===== src/rtl/stair_pkg.sv =====
// Shared definitions for the stair animator: FSM encoding, screen limits,
// colour constants and a counter-width helper.
package stair_pkg;

   // Encodings are visible on current_state; 6 and 7 are unused.
   typedef enum logic [2:0] {
      ST_IDLE  = 3'd0,
      ST_ARM   = 3'd1,
      ST_DRAW  = 3'd2,
      ST_WAIT  = 3'd3,
      ST_ERASE = 3'd4,
      ST_MOVE  = 3'd5
   } state_t;

   localparam int SCREEN_W = 160;
   localparam int SCREEN_H = 120;

   localparam logic [2:0] BLACK = 3'b000;
   localparam logic [2:0] RED   = 3'b100;

   // Bits needed to hold values 0..n-1 (never less than one bit).
   function automatic int cnt_w(input int n);
      return (n > 1) ? $clog2(n) : 1;
   endfunction

   // A pixel is drawable only inside the 160x120 frame.
   function automatic logic on_screen(input int px, input int py);
      return (px < SCREEN_W) && (py < SCREEN_H);
   endfunction

endpackage


===== src/rtl/stair_scan.sv =====
// Pixel scanner shared by the DRAW and ERASE passes. x_off runs fastest,
// then y_off, then the stair index. While enabled it advances one pixel per
// cycle and wraps to zero after the last pixel; while disabled it sits at
// zero so the next pass starts from the first pixel. The next-count values
// are exported so the parent can register the pixel on the same edge the
// counters advance.
module stair_scan
   import stair_pkg::*;
#(
   parameter int NUM_STAIRS = 4,
   parameter int STAIR_W    = 40,
   parameter int STAIR_H    = 5,
   parameter int XW         = cnt_w(STAIR_W),
   parameter int YW         = cnt_w(STAIR_H),
   parameter int IW         = cnt_w(NUM_STAIRS)
) (
   input  logic          clock,
   input  logic          reset_n,
   input  logic          en,
   output logic [XW-1:0] x_off,
   output logic [YW-1:0] y_off,
   output logic [IW-1:0] idx,
   output logic          last,
   output logic [XW-1:0] nx_off,
   output logic [YW-1:0] ny_off,
   output logic [IW-1:0] nidx
);

   logic [XW-1:0] x_off_q, x_off_d;
   logic [YW-1:0] y_off_q, y_off_d;
   logic [IW-1:0] idx_q,   idx_d;
   logic          x_end, y_end, i_end;

   assign x_end = (x_off_q == XW'(STAIR_W - 1));
   assign y_end = (y_off_q == YW'(STAIR_H - 1));
   assign i_end = (idx_q   == IW'(NUM_STAIRS - 1));

   // Next pixel position: nested wrap of x, then y, then stair index.
   always_comb begin
      x_off_d = '0;
      y_off_d = '0;
      idx_d   = '0;
      if (en) begin
         x_off_d = x_off_q;
         y_off_d = y_off_q;
         idx_d   = idx_q;
         if (!x_end) begin
            x_off_d = x_off_q + 1'b1;
         end else begin
            x_off_d = '0;
            if (!y_end) begin
               y_off_d = y_off_q + 1'b1;
            end else begin
               y_off_d = '0;
               idx_d   = i_end ? '0 : idx_q + 1'b1;
            end
         end
      end
   end

   // Scan position registers.
   always_ff @(posedge clock or negedge reset_n) begin
      if (!reset_n) begin
         x_off_q <= '0;
         y_off_q <= '0;
         idx_q   <= '0;
      end else begin
         x_off_q <= x_off_d;
         y_off_q <= y_off_d;
         idx_q   <= idx_d;
      end
   end

   assign x_off  = x_off_q;
   assign y_off  = y_off_q;
   assign idx    = idx_q;
   assign last   = x_end && y_end && i_end;
   assign nx_off = x_off_d;
   assign ny_off = y_off_d;
   assign nidx   = idx_d;

endmodule


===== src/rtl/multi_stair_animator.sv =====
// Animates NUM_STAIRS rectangular stairs that climb one row per move and
// wrap from row 0 back to Y_WRAP. Each move is: draw every stair, wait a
// number of frame ticks, erase every stair, shift all tops up by one.
// Optional feature macro: STAIR_COLOUR_CYCLE_EN -- when defined, stair i is
// drawn in colour (i mod 7)+1 instead of red.
// Pixel port: (x, y, colour) is valid when plot=1; a one-cycle pulse per
// pixel, no back-pressure. Outputs always show the pixel addressed by the
// scan position held in the same cycle.
module multi_stair_animator
   import stair_pkg::*;
#(
   parameter int NUM_STAIRS      = 4,
   parameter int STAIR_W         = 40,
   parameter int STAIR_H         = 5,
   parameter int X_BASE          = 20,
   parameter int X_STEP          = 30,
   parameter int Y_INIT          = 40,
   parameter int Y_SPACING       = 25,
   parameter int Y_WRAP          = 116,
   parameter int FRAME_DELAY     = 833334,
   parameter int FRAMES_PER_STEP = 4
) (
   input  logic        clock,
   input  logic        reset_n,
   input  logic        go,
   input  logic        hold,
   output logic [7:0]  x,
   output logic [6:0]  y,
   output logic [2:0]  colour,
   output logic        plot,
   output logic [2:0]  current_state,
   output logic [15:0] step_count
);

   localparam int XW = cnt_w(STAIR_W);
   localparam int YW = cnt_w(STAIR_H);
   localparam int IW = cnt_w(NUM_STAIRS);
   localparam int DW = cnt_w(FRAME_DELAY);
   localparam int FW = cnt_w(FRAMES_PER_STEP);

   localparam logic [DW-1:0] DLY_RELOAD = DW'(FRAME_DELAY - 1);
   localparam logic [FW-1:0] FRM_LAST   = FW'(FRAMES_PER_STEP - 1);

   state_t        state_q, state_d;
   logic [7:0]    x_q, x_d;
   logic [6:0]    y_q, y_d;
   logic [2:0]    colour_q, colour_d;
   logic          plot_q, plot_d;
   logic [15:0]   step_q, step_d;
   logic [DW-1:0] delay_q, delay_d;
   logic [FW-1:0] frame_q, frame_d;
   logic [6:0]    top_q [NUM_STAIRS];
   logic [6:0]    top_d [NUM_STAIRS];

   logic          scan_en;
   logic [XW-1:0] x_off, nx_off;
   logic [YW-1:0] y_off, ny_off;
   logic [IW-1:0] idx, nidx;
   logic          scan_last;

   // Counters advance only while a DRAW or ERASE pass is in progress.
   assign scan_en = (state_q == ST_DRAW) || (state_q == ST_ERASE);

   stair_scan #(
      .NUM_STAIRS (NUM_STAIRS),
      .STAIR_W    (STAIR_W),
      .STAIR_H    (STAIR_H),
      .XW         (XW),
      .YW         (YW),
      .IW         (IW)
   ) u_scan (
      .clock   (clock),
      .reset_n (reset_n),
      .en      (scan_en),
      .x_off   (x_off),
      .y_off   (y_off),
      .idx     (idx),
      .last    (scan_last),
      .nx_off  (nx_off),
      .ny_off  (ny_off),
      .nidx    (nidx)
   );

   // Next state, frame timing, stair tops and the pixel to register.
   always_comb begin
      int px;
      int py;
      state_d  = state_q;
      delay_d  = delay_q;
      frame_d  = frame_q;
      step_d   = step_q;
      for (int i = 0; i < NUM_STAIRS; i++) begin
         top_d[i] = top_q[i];
      end
      x_d      = x_q;
      y_d      = y_q;
      colour_d = colour_q;
      plot_d   = 1'b0;
      px       = 0;
      py       = 0;

      case (state_q)
         ST_IDLE: begin
            if (go) state_d = ST_ARM;
         end
         ST_ARM: begin
            if (!go) state_d = ST_DRAW;
         end
         ST_DRAW: begin
            if (scan_last) begin
               state_d = ST_WAIT;
               delay_d = DLY_RELOAD;
               frame_d = '0;
            end
         end
         ST_WAIT: begin
            if (!hold) begin
               if (delay_q == '0) begin
                  delay_d = DLY_RELOAD;
                  if (frame_q == FRM_LAST) begin
                     frame_d = '0;
                     state_d = ST_ERASE;
                  end else begin
                     frame_d = frame_q + 1'b1;
                  end
               end else begin
                  delay_d = delay_q - 1'b1;
               end
            end
         end
         ST_ERASE: begin
            if (scan_last) state_d = ST_MOVE;
         end
         ST_MOVE: begin
            for (int i = 0; i < NUM_STAIRS; i++) begin
               top_d[i] = (top_q[i] == 7'd0) ? 7'(Y_WRAP) : top_q[i] - 7'd1;
            end
            step_d  = step_q + 16'd1;
            state_d = ST_DRAW;
         end
         default: begin
            state_d = ST_IDLE;
         end
      endcase

      // Register the pixel that the scanner will hold next cycle, using the
      // tops as they will stand then (MOVE updates them on the same edge).
      if ((state_d == ST_DRAW) || (state_d == ST_ERASE)) begin
         px = X_BASE + int'(nidx) * X_STEP + int'(nx_off);
         py = int'(top_d[nidx]) + int'(ny_off);
         x_d    = px[7:0];
         y_d    = py[6:0];
         plot_d = on_screen(px, py);
         if (state_d == ST_ERASE) begin
            colour_d = BLACK;
         end else begin
`ifdef STAIR_COLOUR_CYCLE_EN
            colour_d = 3'((int'(nidx) % 7) + 1);
`else
            colour_d = RED;
`endif
         end
      end
   end

   // State, counters, stair tops and pixel outputs.
   always_ff @(posedge clock or negedge reset_n) begin
      if (!reset_n) begin
         state_q  <= ST_IDLE;
         x_q      <= '0;
         y_q      <= '0;
         colour_q <= '0;
         plot_q   <= 1'b0;
         step_q   <= '0;
         delay_q  <= '0;
         frame_q  <= '0;
         for (int i = 0; i < NUM_STAIRS; i++) begin
            top_q[i] <= 7'(Y_INIT + i * Y_SPACING);
         end
      end else begin
         state_q  <= state_d;
         x_q      <= x_d;
         y_q      <= y_d;
         colour_q <= colour_d;
         plot_q   <= plot_d;
         step_q   <= step_d;
         delay_q  <= delay_d;
         frame_q  <= frame_d;
         for (int i = 0; i < NUM_STAIRS; i++) begin
            top_q[i] <= top_d[i];
         end
      end
   end

   assign x             = x_q;
   assign y             = y_q;
   assign colour        = colour_q;
   assign plot          = plot_q;
   assign current_state = state_q;
   assign step_count    = step_q;

endmodule


===== config.mk =====
export PLATFORM = sky130hd
export DESIGN_NAME = multi_stair_animator
export DESIGN_NICKNAME = d
export VERILOG_FILES = /design/src/rtl/stair_pkg.sv /design/src/rtl/stair_scan.sv /design/src/rtl/multi_stair_animator.sv
export SDC_FILE = /design/constraint.sdc
export NUM_CORES = 1
export LEC_CHECK = 0
export CAP_MARGIN = 10
export CORE_MARGIN = 2
export CORE_UTILIZATION = 60
export CTS_BUF_LIST = sky130_fd_sc_hd__clkbuf_16
export CTS_CLUSTER_DIAMETER = 60
export CTS_CLUSTER_SIZE = 10
export DETAILED_ROUTE_END_ITERATION = 16
export DONT_BUFFER_PORTS = 1
export GPL_TIMING_DRIVEN = 0
export HOLD_SLACK_MARGIN = 0.1
export PLACE_DENSITY = 0.79
export SLEW_MARGIN = 10
export SYNTH_ARGS = -nofsm -noshare
export SYNTH_HDL_FRONTEND = slang
export SYNTH_SLANG_ARGS = --single-unit

===== constraint.sdc =====
create_clock -name clock -period 4.18 [get_ports clock]
set_input_delay 1.254 -clock clock [delete_from_list [all_inputs] [get_ports clock]]
set_output_delay 1.254 -clock clock [all_outputs]
set_load 0.05 [all_outputs]

== Word level (Yosys, flattened, before mapping) ==
Index checks and enable logic that the tools add are counted.
Word-level totals
  output and inout bits: 38
  logic and storage cells: 97
  input port bits: 4
  register bits after elaboration: 99
Cells by class
  reduce and logical (&&, ||, !) cells: 14
  bitwise logic cells: 1
  multiply operators: 1
  mux-type cells: 36
  $add $sub $neg: 13
  equality and inequality tests: 14
  $lt $le $gt $ge: 3
Operators by type and width (number)
  2-to-1 mux 20 bit: 3
  2-to-1 mux 7 bit: 6
  one-hot mux 20 bit (2 select lines): 1
  2-to-1 mux 3 bit: 11
  zero test 7 bit: 4
  2-to-1 mux 28 bit: 1
  subtractor 7 x 1 -> 7 bit, second input constant: 4
  zero test 20 bit: 1
  subtractor 20 x 1 -> 20 bit, second input constant: 1
  one-hot mux 3 bit (6 select lines): 1
  adder 16 x 1 -> 16 bit, second input constant: 1
  2-to-1 mux 2 bit: 8
  binary-select mux 7 bit (select 2 bit): 1
  equality test 3 bit, second input constant: 4
  2-to-1 mux 6 bit: 2
  adder 8 x 6 -> 9 bit: 1
  equality test 3 x 2 -> 1 bit, second input constant: 3
  less-than comparator 9 x 8 -> 1 bit, second input constant: 1
  adder 5 x 7 -> 8 bit, first input constant: 1
  adder 7 x 3 -> 8 bit: 1
  less-than comparator 8 x 7 -> 1 bit, second input constant: 1
  adder 6 x 1 -> 6 bit, second input constant: 1
  equality test 6 bit, second input constant: 1
  multiplier 2 x 4 -> 6 bit, second input constant: 1
  other kinds (15): 22

== Longest topological paths before layout ==
  depth after elaboration: 13
  mapped depth: 20
  depth with buffers taken out: 19

== Cells and area by module ==
From an unflattened synthesis, not the netlist that was laid out.
Second synthesis, totals
  cell total of the unflattened synthesis: 575
  area total of the unflattened synthesis: 5642.9 um^2
Modules (own cells, without submodules)
  multi_stair_animator: cells an instance 521, instances 1, seq. area each 2168.3 um^2, area each 5036.1 um^2
  stair_scan: cells an instance 54, instances 1, seq. area each 275.3 um^2, area each 606.8 um^2

== Worst setup path before layout ==
OpenSTA, ideal clock, no wires.
  path kind: reg-to-reg
  start: reg state_q[2], in the netlist current_state[2]
  end: reg plot_q, in the netlist plot
  clock period less this slack: 3.769 ns
  buffers on the path: 4
  library setup time: 0.124 ns
  slack: 0.411 ns
  stages on the path, launching flop included: 17
  data required time: 4.056 ns
  arrival: 3.646 ns
  cell sequence: dfrtp_1 -> buf_2 -> and3b_1 -> buf_2 -> buf_1 -> buf_1 -> nand2_1 -> o21ai_0 -> mux2i_1 -> o21ai_0 -> ha_1 -> inv_1 -> fa_1 -> nor2b_1 -> nor2_1 -> o32a_1 -> o31a_1
RTL lines
  start, declared: RTL line multi_stair_animator.sv:44  | state_t state_q, state_d;
  start signal, assigned: RTL line multi_stair_animator.sv:181  | state_q <= state_d;
  end signal, assigned: RTL line multi_stair_animator.sv:185  | plot_q <= plot_d;
  end, declared: RTL line multi_stair_animator.sv:48  | logic plot_q, plot_d;

== Final worst setup path ==
  start: reg u_scan.x_off_q[0], in the netlist u_scan.x_off[0]
  end: reg plot_q, in the netlist plot
Between the ends
  word-level cells in the longest chain between the ends: 11
  elaborated cells on any way between the ends: 28
  those cells by class: add/sub: 4; mul: 1; order compare: 2; eq/ne: 3; mux: 13; bitwise: 1; reduce/logical: 4
RTL lines
  start, declared: RTL line stair_scan.sv:29  | logic [XW-1:0] x_off_q, x_off_d;
  start signal, assigned: RTL line stair_scan.sv:68  | x_off_q <= x_off_d;
  equality test 6 bit *: RTL line stair_scan.sv:34  | assign x_end = (x_off_q == XW'(STAIR_W - 1));
  2-to-1 mux 2 bit *: RTL line stair_scan.sv:47  | if (!x_end) begin
  2-to-1 mux 2 bit *: RTL line stair_scan.sv:43  | if (en) begin
  named net nidx[0]: RTL line multi_stair_animator.sv:58  | logic [IW-1:0] idx, nidx;
  parallel branches: the longest is 6 deep, another holds adder 8 x 6 -> 9 bit
  logical AND 1 bit *: RTL line stair_pkg.sv:28  | return (px < SCREEN_W) && (py < SCREEN_H);
  2-to-1 mux 1 bit *: RTL line multi_stair_animator.sv:148  | if ((state_d == ST_DRAW) || (state_d == ST_ERASE)) begin
  named net plot_d: RTL line multi_stair_animator.sv:48
Mark *: on every way through the listed nets, which the timed path passes. The select of a mux whose other input is x is not followed.
A chain may end at the register's enable or synchronous reset.

==> summary.md <==
| Metric | Value |
|---|---|
| Ports | 42 |
| Syn Area/Cell | 9.81 sq um |
| Initial antenna violation count | 0 |
| TritonCTS clock tree | built |
| Post-CTS setup buffers | 0 |
| Seq/Total Area, Yosys | 0.446 |
| Hold_ws | 0.500 ns |
| H-tree depth | 3 |
| Min-delay src | frame_q[1]$_DFFE_PN0P_ |
| Critical path type | reg2reg |
| Post-synthesis cell count | 559 |
| Worst Skew | 0.00885 ns |
| Type of origin of the critical path | flop |
| PortBufs | 0 |
| Vias per cell | 5.94 |
| Power Total | 1.73 mW |
| Pint | 1.35 mW |
| Power Density | 291 mW/mm^2 |
| Commonest non-fill, non-tap cells in the layout | dfrtp_1 (81), nand2_1 (56), inv_1 (40) |
| Synth Warn # | 0 |
| VDD IR max | 0.184 mV |
| Worst-Margin Slew | 0.738 ns |
| Arr. time, crit path | 4.15 ns |
| CP max stage delay | 0.41 ns |
| Yosys reg bits | 97 |
| First-pass GRT wire length | 19.4 mm |
| Final Util | 0.673 |
| Total track usage | 0.242 |
| Primary FF master, synth | dfrtp_1 |
| Drt pass-1 iters | 6 |
| R2R Setup Slk | 0.26 ns |
| Max Cap Viol | 0 |
| Dpl hpwl | 7.77 mm |
| Congestion Overflow GR | 0 |
| Power share of the combinational group | 0.003 |
| Leakage | 2.70 nW |
| Clock Latency Late Sink | 0.35 ns |
| Area of the core | 0.00881 sq mm |
| Final Cycle Share | 0.937 |
| RSZ-0062 raised after global routing | no |
| Chip height | 99.6 um |
| Reg-to-reg startpoint | u_scan.x_off[0]$_DFF_PN0_ |
| Routed len/inst | 16.1 um |
| R2R Path End | plot$_DFF_PN0_ |
| Minimum clock period | 3.92 ns |
| Clk slew on worst S/H paths | 0.07 ns |
| Async SR Flop Fraction | 1.00 |
| Final setup violation count | 0 |
| Max Buffers Root-to-Sink | 2 |
| Clock sinks | 97 |
| Fin nets | 607 |
| DR iter-0 viols | 211 |
| Setup crit start | u_scan.x_off[0]$_DFF_PN0_ |
| Crit-path max FO | 12 |
| Final WL | 11.0 mm |
| CP dominant cell by count | ha_1 |
| Initial Utilization | 0.623 |
| Setup TNS | 0 ns |
| Area Growth Syn to Fin | 8.17% |
| EDFF count, synth | 0 |
| DRT antenna net count | 0 |
| Finished Cell Area | 0.00593 sq mm |
| Die width | 99.6 um |
| Slew HR | 0.504 |
| NetSw | 380 uW |
| Status | finished, final reports clean |
| Synth area leaders | dfrtp_1 (38%), ha_1 (7.1%), dfstp_2 (6.2%) |
| Routability cong. | 0.942 |
| Reg2reg path depth | 19 |
| Die Area | 0.00992 sq mm |
| Commonest non-fill, non-tap cell in the layout | dfrtp_1 |
| Placed inst area | 0.00562 sq mm |
| CP bufs+invs | 3 |
| Crit path cell chain | ha_1, and4bb_2, nand3_1, or3_1, a21oi_2, buf_6, ha_1, inv_1, ha_1, inv_1, ha_1, fa_1, a21o_1, a21oi_1, xnor2_1, nor2_1, nor2_1, nor2_1, o31a_1 |
| Via Count | 4060 |
| Hold depth | 2 |
| Sw frac | 0.220 |
| Fmax | 255 MHz |
| Synth area leader | dfrtp_1 |
| Syn Std Cell Area | 0.00548 sq mm |
| Cts hold-fix bufs | 0 |
| Hold WC Path Type | reg2reg |
| N_diodes | 0 |
| Critical path endpoint category | flop |
| Clk network pwr share | 0.453 |
| DRC | 0 |
| Synth cell types | 64 |
| Largest net degree at the start of global routing | 98 |
| Worst path top cell family by delay | adder cells |
| WHS Endpoint | frame_q[1]$_DFFE_PN0P_ |
| Layout cell share with drive strength beyond 1 | 0.137 |
| Worst Path Required | 4.42 ns |
| Root buf cell | clkbuf_16 |
| Area share of the largest cell type after synthesis | 0.383 |
| CP max stage cell | fa_1 |
| Final hold viol count | 0 |
| Rows | 34 |
| Max Slew Vio Count | 0 |
| Number of global-route vias before repair | 4148 |
| Reg power frac | 0.543 |
| CTS Buf Count | 9 |
through the flow:
stage | worst slack, ns | std cells
detailed placement | -0.453 | 668
CTS | 0.0678 | 683
global placement | -0.357 | 668
floorplan | 0.411 | 560
finish | 0.263 | 683
global route | 0.0213 | 683
worst reg2reg max path: cells and delay by family, from the launching register on:
family                     cells  cell delay [ns]
xor gates and xnor gates       1             0.18
and+or+nand+nor                6             1.04
AOI/OAI and AO/OA              4             0.67
buffers and inverters          3             0.27
DFF                            1             0.39
adders and majority gates      5             1.26
what timing repair did:
item / in CTS / in global routing
gates resized for setup: 3 / 12
hold endpoints to repair: 0 / 0
setup endpoints to repair: 3 / 4
worst max path at each step:
stage                     slack, ns        endpoint  depth (start not counted)
after floorplan                0.41  plot$_DFF_PN0_                         16
after global placement        -0.36  plot$_DFF_PN0_                         16
after detailed placement      -0.45  plot$_DFF_PN0_                         16
after CTS                      0.07  plot$_DFF_PN0_                         15
after global routing           0.02  plot$_DFF_PN0_                         19
final                          0.26  plot$_DFF_PN0_                         19
power groups by stage:
| stage | Clock [mW] | Combinational [mW] | Sequential (mW) |
|---|---|---|---|
| after floorplan | 0 | 0.00576 | 0.957 |
| after global placement | 0 | 0.00578 | 0.956 |
| after detailed placement | 0 | 0.00580 | 0.956 |
| after CTS | 0.792 | 0.00580 | 0.939 |
| final | 0.783 | 0.00587 | 0.939 |
| after global routing | 0.838 | 0.00622 | 0.938 |
sequential cells by signal, summed over array words and instances (netlist names), 2 cells and up:
signal	flops
delay_q	20
current_state	3
frame_q	2
u_scan.x_off	6
x	8
u_scan.y_off	3
y	7
top_q	28
step_count	16
u_scan.idx	2
cell type report:
| type | count | area [sq um] |
|---|---|---|
| plain buffers | 17 | 119 |
| inverters | 41 | 154 |
| multi-input cells | 404 | 2800 |
| well taps | 108 | 135 |
| flip-flops and latches | 97 | 2450 |
| fillers | 704 | 2880 |
| clock buffers | 9 | 225 |
| clock inverters | 7 | 53.8 |
logic make-up after synthesis:
logic type	Yosys count	share of synthesized area
other	1	0.000684
adder cells (fa/ha/maj)	33	0.0780
multiplexers	26	0.0525
AND/OR/NAND/NOR	196	0.187
buffers and inverters	59	0.0468
AO/OA/AOI/OAI	106	0.124
XOR/XNOR	41	0.0655
flip-flops	97	0.446
routing by layer:
| layer | GRT usage | share of wire | vias up |
|---|---|---|---|
| met3 | 0.0415 | 0.042 | 15 |
| met1 | 0.320 | 0.45 | 1987 |
| met5 | 0 | 0 | - |
| met2 | 0.396 | 0.49 | 93 |
| li1 | - | - | 1965 |
| met4 | 0.0991 | 0.016 | 0 |
synth_stat cells, drive strengths merged (3+ instances only):
library cell	n
nand3b	4
dfrtp	84
nand4	7
nor2b	4
mux2i	10
nand2b	11
inv	41
nor3	19
a41oi	3
or3	7
xor2	17
o21bai	5
or2	5
o31ai	7
clkbuf	3
nand3	12
nand2	56
a21oi	29
a211oi	4
o21a	3
or4	4
ha	31
a21o	9
and2	6
nor4	8
nor2	36
buf	15
and3	8
dfstp	13
mux2	16
a31oi	4
xnor2	24
o21ai	25
(Power assumes the default switching activity.)
